### config.mk
export PLATFORM = sky130hd
export DESIGN_NAME = spi_ram_ctrl
export DESIGN_NICKNAME = d
export VERILOG_FILES = /design/src/rtl/spi_ram_ctrl.sv
export SDC_FILE = /design/constraint.sdc
export NUM_CORES = 2
export LEC_CHECK = 0
export CORE_UTILIZATION = 40
export DETAILED_ROUTE_END_ITERATION = 10
export PLACE_DENSITY = 0.58
export SYNTH_ARGS = -nofsm -noshare
export SYNTH_HDL_FRONTEND = slang
export SYNTH_SLANG_ARGS = --single-unit
### constraint.sdc
create_clock -name clk -period 2.5 [get_ports clk]
set_clock_uncertainty 0.05 [all_clocks]
set_input_delay 0.375 -clock clk [delete_from_list [all_inputs] [get_ports clk]]
set_output_delay 0.375 -clock clk [all_outputs]
set_load 0.03 [all_outputs]
### src/rtl/spi_ram_ctrl.sv
// Purpose : command-decoding single-port RAM behind an SPI slave (address-before-data ordering, error flagging)
// Latency : 1 cycle from a rx_valid word to dout/tx_valid/cmd_err
// Backpr. : none; a word is accepted on every rx_valid cycle, including back-to-back cycles
//
// Ports:
//   clk       in   1   single clock, posedge
//   rst       in   1   asynchronous active-high reset
//   din       in   10  command word: din[9:8] = command, din[7:0] = payload
//   rx_valid  in   1   din qualifier, one pulse per word
//   dout      out  8   read data, held until the next completed read
//   tx_valid  out  1   one-cycle pulse per completed read
//   cmd_err   out  1   one-cycle pulse on an out-of-order or out-of-range command
module spi_ram_ctrl #(
  parameter int MEM_DEPTH = 256,
  parameter int ADDR_SIZE = 8
) (
  input  logic       clk,
  input  logic       rst,
  input  logic [9:0] din,
  input  logic       rx_valid,
  output logic [7:0] dout,
  output logic       tx_valid,
  output logic       cmd_err
);

  typedef enum logic [1:0] {
    CMD_WR_ADDR = 2'b00,
    CMD_WR_DATA = 2'b01,
    CMD_RD_ADDR = 2'b10,
    CMD_RD_DATA = 2'b11
  } cmd_e;

  cmd_e                 cmd;
  logic [ADDR_SIZE-1:0] addr_pl;
  logic [7:0]           data_pl;

  assign cmd     = cmd_e'(din[9:8]);
  // Payload bits above ADDR_SIZE carry no address information.
  assign addr_pl = din[ADDR_SIZE-1:0];
  assign data_pl = din[7:0];

  logic [ADDR_SIZE-1:0] wr_addr_q, wr_addr_d;
  logic [ADDR_SIZE-1:0] rd_addr_q, rd_addr_d;
  logic                 wr_ok_q, wr_ok_d;
  logic                 rd_ok_q, rd_ok_d;
  logic [7:0]           dout_q, dout_d;
  logic                 tx_valid_q, tx_valid_d;
  logic                 cmd_err_q, cmd_err_d;

  logic [7:0] mem [MEM_DEPTH];
  logic       mem_we;
  logic [7:0] mem_rd_dat;
  logic       wr_in_range;
  logic       rd_in_range;

  // Addresses may legally hold values beyond the array; range is checked at
  // data time so an out-of-range address is still "set" and can be flagged.
  assign wr_in_range = 32'(wr_addr_q) < MEM_DEPTH;
  assign rd_in_range = 32'(rd_addr_q) < MEM_DEPTH;
  assign mem_rd_dat  = mem[rd_addr_q];

  always_comb begin
    wr_addr_d  = wr_addr_q;
    rd_addr_d  = rd_addr_q;
    wr_ok_d    = wr_ok_q;
    rd_ok_d    = rd_ok_q;
    dout_d     = dout_q;
    tx_valid_d = 1'b0;
    cmd_err_d  = 1'b0;
    mem_we     = 1'b0;

    if (rx_valid) begin
      case (cmd)
        CMD_WR_ADDR: begin
          wr_addr_d = addr_pl;
          wr_ok_d   = 1'b1;
        end
        CMD_WR_DATA: begin
          // wr_ok stays set so consecutive data words hit the same address.
          if (wr_ok_q && wr_in_range) begin
            mem_we = 1'b1;
          end else begin
            cmd_err_d = 1'b1;
          end
        end
        CMD_RD_ADDR: begin
          rd_addr_d = addr_pl;
          rd_ok_d   = 1'b1;
        end
        CMD_RD_DATA: begin
          if (rd_ok_q) begin
            // One read per address; an out-of-range read still completes
            // (with zero data) so the slave gets a byte to shift out.
            rd_ok_d    = 1'b0;
            tx_valid_d = 1'b1;
            if (rd_in_range) begin
              dout_d = mem_rd_dat;
            end else begin
              dout_d    = 8'h00;
              cmd_err_d = 1'b1;
            end
          end else begin
            cmd_err_d = 1'b1;
          end
        end
        default: begin
          cmd_err_d = 1'b1;
        end
      endcase
    end
  end

  always_ff @(posedge clk or posedge rst) begin
    if (rst) begin
      wr_addr_q  <= '0;
      rd_addr_q  <= '0;
      wr_ok_q    <= 1'b0;
      rd_ok_q    <= 1'b0;
      dout_q     <= 8'h00;
      tx_valid_q <= 1'b0;
      cmd_err_q  <= 1'b0;
    end else begin
      wr_addr_q  <= wr_addr_d;
      rd_addr_q  <= rd_addr_d;
      wr_ok_q    <= wr_ok_d;
      rd_ok_q    <= rd_ok_d;
      dout_q     <= dout_d;
      tx_valid_q <= tx_valid_d;
      cmd_err_q  <= cmd_err_d;
    end
  end

  // Array is deliberately outside the reset domain: contents survive rst.
  // A write lands at this edge, so a read on the following cycle sees it.
  always_ff @(posedge clk) begin
    if (mem_we) begin
      mem[wr_addr_q] <= data_pl;
    end
  end

  assign dout     = dout_q;
  assign tx_valid = tx_valid_q;
  assign cmd_err  = cmd_err_q;

endmodule

==> results.txt <==
The count of final setup violators came out at 8. The class of the most critical hold timing path is in -> reg. The average routed wire per standard cell came out at 29.6 um.

The leftover overflow at the end of global routing is 0. The synthesis warning total is 0. Subtracting the final worst setup slack from the clock period gives 3.03 ns. TritonCTS built the clock tree.

In this design, the critical path's most frequently occurring cell is sky130_fd_sc_hd__buf_4. The actual slew at the worst max-slew pin is 0.807 ns. The overall via count from detail_route is 42,600. In the layout the commonest cells are 2,048 x sky130_fd_sc_hd__edfxtp_1, 794 x sky130_fd_sc_hd__buf_4, 463 x sky130_fd_sc_hd__mux4_2. The checks that failed: setup timing. The delay of the slowest critical-path stage came out at 0.54 ns. The number of optimization iterations in the first detailed-route pass came out at 6. The worst relative slew slack is 46.2%. CTS built an H-tree with a depth of 4. The number of synthesized register bits is 2,076. The leakage power came out at 0.0325 uW. Entering global routing, the biggest net connects 145 pins.

The congestion estimate from routability-driven global placement came to between 0.8 and 0.9. Pin placement for this block handled 23 I/O pins. The final max-slew violation count came out at 0.

The synthesized netlist net count came out at 3,876. The distinct cell type count of the synthesized netlist is ~70. The post-route standard cell area excluding fillers came out at approximately 100,000 um2. The detail route stage leaves a number of antenna-violating nets equal to 0. The count of nets after finishing came out at 4,794. The arrival time at the worst endpoint is 3.76 ns. The library cell used most frequently in the layout, excluding fill and tap cells, is sky130_fd_sc_hd__edfxtp_1. Dividing the synthesized area by the synthesized cell count gives 20.8 um2.

The worst hold-check slack came out at between 0.07 and 0.08 ns. Clock tree synthesis found a total of around 2,100 sinks. The floorplan row count came out at 164.

STA classifies the critical path endpoint as a flip-flop. The category of the most critical setup path is reg -> reg. The number of buffers inserted by port buffering came out at 22. The number of buffers created by CTS is 206. Dividing total power by cell area gives a power density of 844 nW/um2. In the final layout, the share of cells above drive strength 1 is between 30% and 40%. Setup repair after global routing could not meet its margin everywhere. After floorplanning, the core was sized to cover between 150,000 and 200,000 um2. The first global-routing pass estimated 321,000 um of wire.

The most used flip-flop cell after synthesis is sky130_fd_sc_hd__edfxtp_1. The number of global-route vias before repair was ~44,000. The die height came out at roughly 450 um. Yosys mapped a number of flops with a built-in enable equal to slightly above 2,000.

The count of final hold-check violations was 0. The global-route usage over all layers is between 20% and 30%. The flow ran to the end, but the final reports show violations. In the post-route analysis, the smallest setup slack over all paths is -0.532 ns. The accumulated negative setup slack came out at -3.61 ns. The slowest stage of the critical path is the sky130_fd_sc_hd__dfrtp_4 cell. The required time of the worst setup path is 3.23 ns. The average via count per standard cell is 5.59. In the routed design, unresolved DRC markers number 0. The register clock-pin slew on the reported worst setup and hold paths came out at about 0.060 ns.

The final layout contains routed wiring with a total length of 225,000 um. The post-synthesis cell count came out at 3,863. The signal on the critical path passes through buf_12, buf_4, buf_4, mux4_2, nor2_1, or3_1, a21oi_1, o41ai_1, nor4_1, a221o_1. The CTS root buffer is sky130_fd_sc_hd__clkbuf_16. At the later pin of the worst-skew pair, clock insertion delay measures 0.85 ns. The area growth from synthesis to layout is 22.1%. The async set or reset register ratio after synthesis is 1.35%. In this run, the number of DRC markers left after iteration 0 of detailed routing was 4,750.

The HPWL after detailed placement came out at 151,000 um. The maximum resistive drop on vdd is 843 uV. The number of fill cells is 16,300. The sequential-to-total area share from yosys stat came out at 77.2%. OpenSTA, run right after detailed placement, puts the worst setup slack at -0.908 ns.

The final critical path takes up 121% of the cycle. The kind of cell with the highest combined delay along the critical path is compound AO/OA/AOI/OAI gates. The area enclosed by the die boundary came out at roughly 200,000 um2. The number of antenna violations at the first check in global routing is 2. The mapped netlist covers between 80,000 and 90,000 um2.

The horizontal extent of the die is 451 um. The number of max-capacitance violations reported is 0. The type of element launching the critical path is a flip-flop. The number of buffers on the longest clock path is 3. The highest clock frequency the design can meet is roughly 0.33 GHz. Counting both buffers and inverters, the worst setup path holds a total of 3. The initial utilization of the core area, before any placement, comes to 40.3%. The maximum fanout count along the critical path is 10. The total cell area at the placement stage is about 90,000 um2.
power by group:
part,switching (uW),internal [uW],total (uW)
combinational,7590,6260,13800
sequential,297,38400,38700
clock,13300,17100,30400
total,21200,61800,82900
worst register-to-register path, cell delays in order (launching register included):
cell and delay (ns):
sky130_fd_sc_hd__dfrtp_4 0.54, sky130_fd_sc_hd__buf_12 0.19, sky130_fd_sc_hd__buf_4 0.19, sky130_fd_sc_hd__buf_4 0.17, sky130_fd_sc_hd__mux4_2 0.34, sky130_fd_sc_hd__nor2_1 0.04
sky130_fd_sc_hd__or3_1 0.34, sky130_fd_sc_hd__a21oi_1 0.49, sky130_fd_sc_hd__o41ai_1 0.19, sky130_fd_sc_hd__nor4_1 0.31, sky130_fd_sc_hd__a221o_1 0.15
metal layers:
metal / up-vias / wire [um] / track usage [%]
met5: - / 7 / 0
met4: 2 / 6680 / 7.04
met3: 317 / 17900 / 4.68
met2: 1668 / 108000 / 35.5
met1: 22600 / 92600 / 30.5
li1: 18000 / - / -
cell type report:
class | instances | area [um2] | share of cell area [%]
clock buffers | 266 | 5460 | 5.56
diodes | 3 | 7.51 | 0.00764
repair buffers | 942 | 8680 | 8.84
flip-flops and latches | 2076 | 62200 | 63.3
well taps | 2656 | 3320 | 3.38
multi-input cells | 1549 | 17400 | 17.7
inverters | 6 | 25.0 | 0.0255
clock inverters | 116 | 1160 | 1.18
sequential cells by signal, summed over array words and instances, names as in the netlist:
signal     cells
mem         2048
dout           8
rd_addr_q      8
wr_addr_q      8
cmd_err        1
rd_ok_q        1
tx_valid       1
wr_ok_q        1
per-stage QoR:
| stage | util [%] | power [uW] | std cells |
|---|---|---|---|
| 6_report | 49.2 | 82900 | 7614 |
| 5_1_grt | 49.2 | 85300 | 7612 |
| 4_1_cts | 49.0 | 83200 | 7598 |
| 3_5_place_dp | 45.4 | 52700 | 7202 |
| 3_3_place_gp | 45.4 | 52700 | 7202 |
| 2_1_floorplan | - | 46000 | 3863 |
Yosys cell counts (5+ instances only):
library cell               number  share of area [%]
sky130_fd_sc_hd__nand4_1       17               0.13
sky130_fd_sc_hd__a31oi_1       20               0.16
sky130_fd_sc_hd__mux2_2        18               0.25
sky130_fd_sc_hd__buf_4         26               0.24
sky130_fd_sc_hd__and3_1         5              0.039
sky130_fd_sc_hd__nor2_1       303                1.4
sky130_fd_sc_hd__a22oi_1       38               0.35
sky130_fd_sc_hd__o31ai_1        5              0.047
sky130_fd_sc_hd__clkbuf_1     116               0.54
sky130_fd_sc_hd__o22ai_1       86               0.67
sky130_fd_sc_hd__nand2_1      118               0.55
sky130_fd_sc_hd__a211oi_1       5              0.047
sky130_fd_sc_hd__nand2b_1       7              0.054
sky130_fd_sc_hd__and2_1        11              0.085
sky130_fd_sc_hd__nor2b_1       17               0.13
sky130_fd_sc_hd__buf_1         15              0.070
sky130_fd_sc_hd__a311oi_1       5              0.054
sky130_fd_sc_hd__nor4_1         8              0.062
sky130_fd_sc_hd__a221oi_1      11               0.12
sky130_fd_sc_hd__buf_6         30               0.42
sky130_fd_sc_hd__o221ai_1      38               0.41
sky130_fd_sc_hd__o21ai_0       21               0.13
sky130_fd_sc_hd__dfrtp_1       28               0.87
sky130_fd_sc_hd__a22o_1         6              0.065
sky130_fd_sc_hd__nor3_1        19               0.12
sky130_fd_sc_hd__mux2i_1      162                2.0
sky130_fd_sc_hd__a21oi_1       43               0.27
sky130_fd_sc_hd__mux4_2       463                 13
sky130_fd_sc_hd__nand3_1       57               0.35
sky130_fd_sc_hd__edfxtp_1    2048                 76
sky130_fd_sc_hd__buf_2         41               0.25
kinds of logic after synthesis:
| group | Yosys count | synth area share [%] |
|---|---|---|
| AOI/OAI and AO/OA | 323 | 2.81 |
| buffers and inverters | 238 | 1.61 |
| DFF | 2076 | 77.2 |
| muxes | 645 | 15.2 |
| and+or+nand+nor | 581 | 3.11 |
path summary, 6_finish.rpt:
check	slack, ns	depth (start not counted)	startpoint	to
max in group asynchronous	1.47	4	rst	rd_addr_q[4]$_DFFE_PP0P_
max	-0.53	10	rd_addr_q[0]$_DFFE_PP0P_	dout[4]$_DFFE_PP0P_
min reg2reg	0.45	1	wr_ok_q$_DFFE_PP0P_	wr_ok_q$_DFFE_PP0P_
min in group asynchronous	0.48	4	rst	cmd_err$_DFF_PP0_
max reg2reg	-0.53	10	rd_addr_q[0]$_DFFE_PP0P_	dout[4]$_DFFE_PP0P_
min	0.07	1	din[0]	mem[78][0]$_DFFE_PP_
timing repair:
item | 4_1_cts | 5_1_grt
setup endpoints to repair | 16 | 27
pin swaps | 11 | 6
setup buffers | 8 | 9
resized for setup | 71 | 29
hold buffers | 4 | 0
gates cloned | 3 | 4
hold endpoints to repair | 106 | 0
No activity file was read; power rests on OpenSTA's default activity.
